==> config.mk <==
export PLATFORM = sky130hd
export DESIGN_NAME = letter_bitmap_draw
export DESIGN_NICKNAME = d
export VERILOG_FILES = /design/src/rtl/letter_bitmap_draw.sv
export SDC_FILE = /design/constraint.sdc
export NUM_CORES = 1
export LEC_CHECK = 0
export CAP_MARGIN = 25
export CORE_AREA = 2 2 77 79
export CTS_BUF_LIST = sky130_fd_sc_hd__clkbuf_8
export DETAILED_ROUTE_END_ITERATION = 12
export DIE_AREA = 0 0 79 81
export PLACE_DENSITY = 0.76
export SLEW_MARGIN = 40
export SYNTH_ARGS = -nofsm -noshare
export SYNTH_HDL_FRONTEND = slang
export SYNTH_SLANG_ARGS = --single-unit
==> constraint.sdc <==
create_clock -name clk -period 3.7 [get_ports clk]
set_input_delay 0.925 -clock clk [delete_from_list [all_inputs] [get_ports clk]]
set_output_delay 0.925 -clock clk [all_outputs]
set_load 0.005 [all_outputs]
==> src/rtl/letter_bitmap_draw.sv <==
// Text-box glyph renderer: font ROM lookup with 2-cycle latency, plus a
// frame-counted blink-in whenever the background state changes.
module letter_bitmap_draw #(
  parameter int unsigned LETTER_COUNT = 20,
  parameter logic [7:0]  TEXT_COLOR   = 8'hFF,
  parameter int unsigned BLINK_FRAMES = 30,
  parameter int unsigned BLINK_CYCLES = 3
) (
  input  logic        clk,
  input  logic        reset,
  input  logic        startOfFrame,
  input  logic [2:0]  bgState,
  input  logic        insideText,
  input  logic [5:0]  letter,
  input  logic [10:0] offsetX,
  input  logic [10:0] offsetY,
  output logic        drawingRequest,
  output logic [7:0]  RGBout
);

  localparam int unsigned FW = $clog2(BLINK_FRAMES + 1);
  localparam int unsigned CW = $clog2(BLINK_CYCLES + 1);
  localparam logic [FW-1:0] FMAX = FW'(BLINK_FRAMES);
  localparam logic [CW-1:0] CMAX = CW'(BLINK_CYCLES);

  localparam logic [1:0] HIDDEN    = 2'd0;
  localparam logic [1:0] BLINK_ON  = 2'd1;
  localparam logic [1:0] BLINK_OFF = 2'd2;
  localparam logic [1:0] STEADY    = 2'd3;

  logic [1:0]    state, state_d;
  logic [FW-1:0] frameCnt, frame_d, frame_inc;
  logic [CW-1:0] cycleCnt, cycle_d, cycle_inc;
  logic [2:0]    prevBg;
  logic          insideText_d;
  logic          visible;
  logic [95:0]   glyph;
  logic [7:0]    glyph_row;
  logic [3:0]    row_idx;
  logic          pixel;
  logic          lit;

  logic unused_offset_bits;
  assign unused_offset_bits = ^{offsetX[10:3], offsetY[10:4]};

  assign visible = (state == BLINK_ON) || (state == STEADY);

  // Glyph rows 2..13 packed MSB-first; rows 0-1 and 14-15 are always blank.
  always_comb begin
    glyph = '0;
    if (32'(letter) < LETTER_COUNT) begin
      case (letter)
        6'd1:    glyph = 96'hFCFEC6C6_C6FEFCC0_C0C0C0C0; // P
        6'd2:    glyph = 96'hFCFEC6C6_C6FEFCD8_CCC6C6C6; // R
        6'd3:    glyph = 96'hFEFEC0C0_C0FCFCC0_C0C0FEFE; // E
        6'd4:    glyph = 96'h7CFEC0C0_C0FC7E06_0606FE7C; // S
        6'd5:    glyph = 96'h387CC6C6_C6FEFEC6_C6C6C6C6; // A
        6'd6:    glyph = 96'h7CFEC6C0_C0C0C0C0_C0C6FE7C; // C
        6'd7:    glyph = 96'hFEFE3030_30303030_30303030; // T
        6'd8:    glyph = 96'h7CFEC6C6_C6C6C6C6_C6C6FE7C; // O
        6'd9:    glyph = 96'hC6E6E6F6_F6DEDECE_CEC6C6C6; // N
        6'd10:   glyph = 96'hF8FCCEC6_C6C6C6C6_C6CEFCF8; // D
        6'd11:   glyph = 96'hC6EEFEFE_D6D6C6C6_C6C6C6C6; // M
        6'd12:   glyph = 96'hFCFC3030_30303030_3030FCFC; // I
        6'd13:   glyph = 96'hFEFE060C_0C183030_60C0FEFE; // Z
        6'd14:   glyph = 96'hFCFEC6C6_C6FCFCC6_C6C6FEFC; // B
        6'd15:   glyph = 96'hC6CCD8F0_E0E0F0D8_CCC6C6C6; // K
        6'd16:   glyph = 96'hC6C6C66C_6C383030_30303030; // Y
        6'd17:   glyph = 96'hC6C6C6C6_C6C6C6C6_C6C6FE7C; // U
        6'd18:   glyph = 96'hC6C6C6C6_C6D6D6FE_FEEEC6C6; // W
        6'd19:   glyph = 96'hC0C0C0C0_C0C0C0C0_C0C0C0FE; // L
        default: glyph = '0;
      endcase
    end
  end

  always_comb begin
    row_idx   = 4'd13 - offsetY[3:0];
    glyph_row = 8'h00;
    if (offsetY[3:0] >= 4'd2 && offsetY[3:0] <= 4'd13) begin
      glyph_row = glyph[{row_idx, 3'b000} +: 8];
    end
    pixel = glyph_row[3'd7 - offsetX[2:0]];
    lit   = insideText_d & pixel & visible;
  end

  always_comb begin
    state_d   = state;
    frame_d   = frameCnt;
    cycle_d   = cycleCnt;
    frame_inc = (frameCnt == FMAX) ? frameCnt : frameCnt + 1'b1;
    cycle_inc = (cycleCnt == CMAX) ? cycleCnt : cycleCnt + 1'b1;
    // A background change overrides a coincident frame pulse.
    if (bgState != prevBg) begin
      frame_d = '0;
      cycle_d = '0;
      state_d = (bgState == 3'd0) ? HIDDEN : BLINK_ON;
    end else if (startOfFrame) begin
      case (state)
        BLINK_ON: begin
          if (frame_inc == FMAX) begin
            state_d = BLINK_OFF;
            frame_d = '0;
          end else begin
            frame_d = frame_inc;
          end
        end
        BLINK_OFF: begin
          if (frame_inc == FMAX) begin
            frame_d = '0;
            cycle_d = cycle_inc;
            state_d = (cycle_inc == CMAX) ? STEADY : BLINK_ON;
          end else begin
            frame_d = frame_inc;
          end
        end
        default: ;
      endcase
    end
  end

  always_ff @(posedge clk or posedge reset) begin
    if (reset) begin
      state          <= HIDDEN;
      frameCnt       <= '0;
      cycleCnt       <= '0;
      prevBg         <= 3'd0;
      insideText_d   <= 1'b0;
      drawingRequest <= 1'b0;
      RGBout         <= 8'h00;
    end else begin
      state          <= state_d;
      frameCnt       <= frame_d;
      cycleCnt       <= cycle_d;
      prevBg         <= bgState;
      insideText_d   <= insideText;
      drawingRequest <= lit;
      RGBout         <= lit ? TEXT_COLOR : 8'h00;
    end
  end

endmodule

**Word-level counts from Yosys, hierarchy flattened**

Memory sizes are Yosys's and may differ from the RTL's.
Cells that the tools add are included.

- Bits in registers: 22
- Output and inout bits: 9
- Memories kept: 1
- Logic and storage cells: 64
- Bits of input ports: 35
- ROM bits: 2688

- Reductions and logical operators: 12
- Add/sub/neg operators: 4
- Mux-type cells: 23
- Equality and inequality tests: 10
- Shift-type cells: 1
- $lt $le $gt $ge: 4
- Bitwise gates (word level): 2

Memories:

| memory | depth | width | read ports | clocked after Yosys merged registers in | wr ports | line | text |
|---|---|---|---|---|---|---|---|
| (no name shown) | 32 | 84 | 1 | 0 | 0 | 52 | `case (letter)` |

Operator list:

| kind | count |
|---|---|
| two-way mux 96 bit | 2 |
| variable part select 96 x 8 -> 8 bit | 1 |
| two-way mux 5 bit | 5 |
| two-way mux 2 bit | 10 |
| two-way mux 8 bit | 2 |
| == test 5 bit (second input constant) | 2 |
| == test 2 bit (second input constant) | 4 |
| nonzero test 2 bit | 4 |
| less-than comparator 6 x 5 -> 1 bit (second input constant) | 1 |
| adder 5 x 1 -> 5 bit (second input constant) | 1 |
| greater-or-equal comparator 4 x 2 -> 1 bit (second input constant) | 1 |
| <= comparator 4 bit (second input constant) | 1 |
| less-than comparator 3 x 4 -> 1 bit (second input constant) | 1 |
| case mux 2 bit (2 select lines) | 1 |
| AND reduction 4 bit | 1 |
| subtractor 4 bit (first input constant) | 1 |
| binary-select mux 1 bit (select 3 bit) | 1 |
| zero test 3 bit | 1 |
| inequality test 3 x 1 -> 1 bit (second input constant) | 1 |
| inequality test 3 bit | 1 |
| inequality test 3 bit (second input constant) | 1 |
| AND reduction 3 bit | 1 |
| nonzero test 3 bit | 1 |
| subtractor 3 bit (first input constant) | 1 |
| 8 further kinds | 10 |

**Longest topological paths before layout**

An unclocked memory read counts as a cell.

- Depth after elaboration: 10
- Gate-level depth with buffers: 11

**Least setup slack after synthesis**

Ideal clock, no wire load.

- Path type: input to register
- Start point: in letter[0]
- End point: reg RGBout[6]
- Path slack: 0.509 ns
- Path buffers: 2
- Setup time: 0.126 ns
- Cell stages on the path: 10
- Arrival: 3.065 ns
- Path through: buf_1 -> inv_1 -> ha_1 -> clkbuf_1 -> a31oi_1 -> nor2_1 -> a32o_1 -> a2111oi_0 -> nor4b_1 -> o32a_1

- Longest elaborated chain between the ends: 10

Ends and longest elaborated chain:

| what | line | text |
|---|---|---|
| from (decl) | 14 | `input logic [5:0] letter,` |
| memory read (32 x 84 bit) | - |  |
| two-way mux 96 bit | 52 |  |
| two-way mux 96 bit (*) | 51 | `if (32'(letter) < LETTER_COUNT) begin` |
| variable part select 96 x 8 -> 8 bit (*) | 81 | `glyph_row = glyph[{row_idx, 3'b000} +: 8];` |
| two-way mux 8 bit (*) | 80 | `if (offsetY[3:0] >= 4'd2 && offsetY[3:0] <= 4'd13) begin` |
| binary-select mux 1 bit (select 3 bit) (*) | 83 | `pixel = glyph_row[3'd7 - offsetX[2:0]];` |
| two-way mux 1 bit (not written as such) (*) | 83 |  |
| AND 1 bit (*) (2 in series) | 84 | `lit = insideText_d & pixel & visible;` |
| net lit | 41 | `logic lit;` |
| two-way mux 8 bit (*) | 138 | `RGBout <= lit ? TEXT_COLOR : 8'h00;` |
| to (signal assigned) | 138 |  |
| to (decl) | 18 | `output logic [7:0] RGBout` |

The timed path passes the listed nets; every way through them passes the cells marked *. The select of a mux whose other input is x is not followed.
A chain may end at the register's enable or synchronous reset.

**Worst setup path in the final report**

Same ends and word-level chain as after synthesis.

==> impl_metrics.ini <==
[floorplanning]
die_area_sq_um = 6400
die_w_um = 79
die_height_um = 81
ios = 44
fp.coreArea_sq_um = 5680
std_cell_rows = 28
initial_core_util = 0.501

[final_layout]
final_util = 0.595
drive_gt1_frac = 0.121
syn_to_final_growth_pct = 18.9
fillerInstances = 573
nNetsFinal = 497
fin_cells = 520
n_antenna_cell = 0

[synthesis]
netlist_top_cells_count = 46 x nand2_1, 35 x a21oi_1, 32 x nor2_1
synth_edf_count = 0
synthesis.nets = 467
ys_seq_area_frac = 0.123
synth.largest_area_cell = dfrtp_1
yosys.area.top_type_share = 0.123
netlist_area_sq_um = 2840
ys.flop_type = dfrtp_1
ys_types = 72
synth_area_leaders = dfrtp_1 12%, ha_1 7.0%, a21oi_1 6.2%
ys_seq_elements = 14
syn_avg_cell_area_sq_um = 6.83
ys_warn_count = 0
synth.most_common_cell = nand2_1
postSynth.asyncResetShare = 1.00
syn_inst = 416

[setup_path]
worstPathCellList = clkdlybuf4s50_1 -> inv_1 -> ha_1 -> inv_1 -> o31ai_2 -> buf_4 -> a32oi_1 -> nor2_1 -> o21ai_0 -> nor4b_1 -> o32a_1
critPathMaxFanout = 8
crit_path_end_kind = flop
critPathMaxStageDelay_ns = 0.52
arrival_ns = 3.61
path_class = primary input to flop
cpMostUsedCell = inv_1
crit_path_start_kind = primary input
slowest_stage = clkdlybuf4s50_1
critPathRequiredTime_ns = 3.89
critPathTopFamily = buffers and inverters
path_buf_inv = 4

[detailed_routing]
route.vias.total = 3494
drt-wirelength-per-cell_um = 20.1
detailedRoute.firstPassIterationCount = 5
drtIter0Drc = 489
vias_per_cell = 6.72
drc = 0
wl_mm = 10.5
antenna_left = 0

[timing]
period_minus_slack_ns = 3.42
rsz0062_at_grt = no
fin_skew_ns = 0.000852
finalHoldViolations = 0
max_freq_ghz = 0.292
setup_viol = 0
slew_headroom = 0.558
slew_viol_final = 0
worst_pin_slew_ns = 0.661
fin_tns_setup_ns = 0
post-route-period-util = 0.924

[global_routing]
overflow = 0
grt_pass1_vias = 3091
antenna_found_initial = 0
grt_first_pass_wirelength_mm = 16.2
grt_use_total = 0.323
grt_max_degree = 54

[cts]
cts_max_path_buffers = 2
cts.htree.levels = 1
clock_latency_ns = 0.25
cts_setup_buffers = 0
cts_buffers = 3
cts-root-buf = clkbuf_8
tritoncts = done
cts.hold.buffers_added = 0
clk_pin_slew_ns = 0.06
cts_resized = 0
clkSinkCount = 14

[placement]
port_buffers = 28
finalWeightedCongestion = 0.963
hpwlAfterDp_mm = 7.72
dp_cells = 516

[status]
status = finished clean

[min_path]
hold_path.class = flop to flop

[pwr]
leakage_nw = 1.31
pwr_density_cell_nw_per_um2 = 198
ir_worst_vdd_v = 0.000297

[job]
max-cap-violations = 0
[final cells by class]
cell class                 count  area, sq um  share of cell area
clock buffer                   4         55.1              0.0163
tap                           75         93.8              0.0278
sequential                    14          350               0.104
inverter                      18         67.6              0.0200
multi-input combinational    342         2190               0.649
timing repair buffer          67          618               0.183
[power by group]
group	switching [W]	total, W	internal (W)
Sequential	0.00000503	0.000163	0.000158
Clock	0.0000589	0.000153	0.0000945
Combinational	0.000204	0.000352	0.000148
[routing by layer]
layer  vias up  wire (um)  global-route usage
met2       233       4580               0.492
met4         0        472               0.119
met3        47       1050              0.0789
li1       1595          -                   -
met5         -          0                   0
met1      1619       4360               0.444
[layout by cell type (no fill, tap or decap), types with 14 or more instances in the layout]
| cell | n |
|---|---|
| nand2b_1 | 21 |
| inv_1 | 16 |
| nand2_1 | 46 |
| nor2_1 | 32 |
| ha_1 | 16 |
| nor2b_1 | 14 |
| clkdlybuf4s50_1 | 27 |
| dfrtp_1 | 14 |
| a21oi_1 | 35 |
| o21ai_0 | 29 |
| a31oi_1 | 14 |
| buf_4 | 35 |
[state kept, by name, summed over array words and instances (netlist names)]
name,flops
state,2
insideText_d,1
cycleCnt,2
prevBg,3
frameCnt,5
RGBout,1
[metrics by stage]
| stage | setup WS (ns) | cell area [sq um] | hold slack (ns) | power (W) |
|---|---|---|---|---|
| after CTS | 0.392 | 3380 | 0.482 | 0.000658 |
| after global routing | 0.213 | 3380 | 0.518 | 0.000700 |
| after detailed placement | 0.138 | 3320 | 0.469 | 0.000505 |
| after global placement | 0.129 | 3320 | 0.466 | 0.000504 |
| final | 0.280 | 3380 | 0.483 | 0.000668 |
| after floorplan | 0.509 | 2840 | 0.448 | 0.000375 |
[final timing paths]
| kind | to | start | slack (ns) | depth (start not counted) |
|---|---|---|---|---|
| max | RGBout[6] | letter[0] | 0.28 | 11 |
| min | cycleCnt[0] | cycleCnt[0] | 0.48 | 1 |
| max reg2reg | cycleCnt[0] | frameCnt[0] | 1.21 | 9 |
| min reg2reg | cycleCnt[0] | cycleCnt[0] | 0.48 | 1 |
| max in group asynchronous | cycleCnt[1] | reset | 2.32 | 2 |
| min in group asynchronous | frameCnt[2] | reset | 1.02 | 2 |
[logic make-up after synthesis]
group / count (synthesis) / synth area share
and+or+nand+nor: 159 / 0.285
buffers and inverters: 60 / 0.105
xor gates and xnor gates: 7 / 0.0216
muxes: 4 / 0.0145
DFF: 14 / 0.123
adders and majority gates: 17 / 0.0740
AOI/OAI and AO/OA: 155 / 0.377
Note: power is estimated with default switching activity, not from simulation.
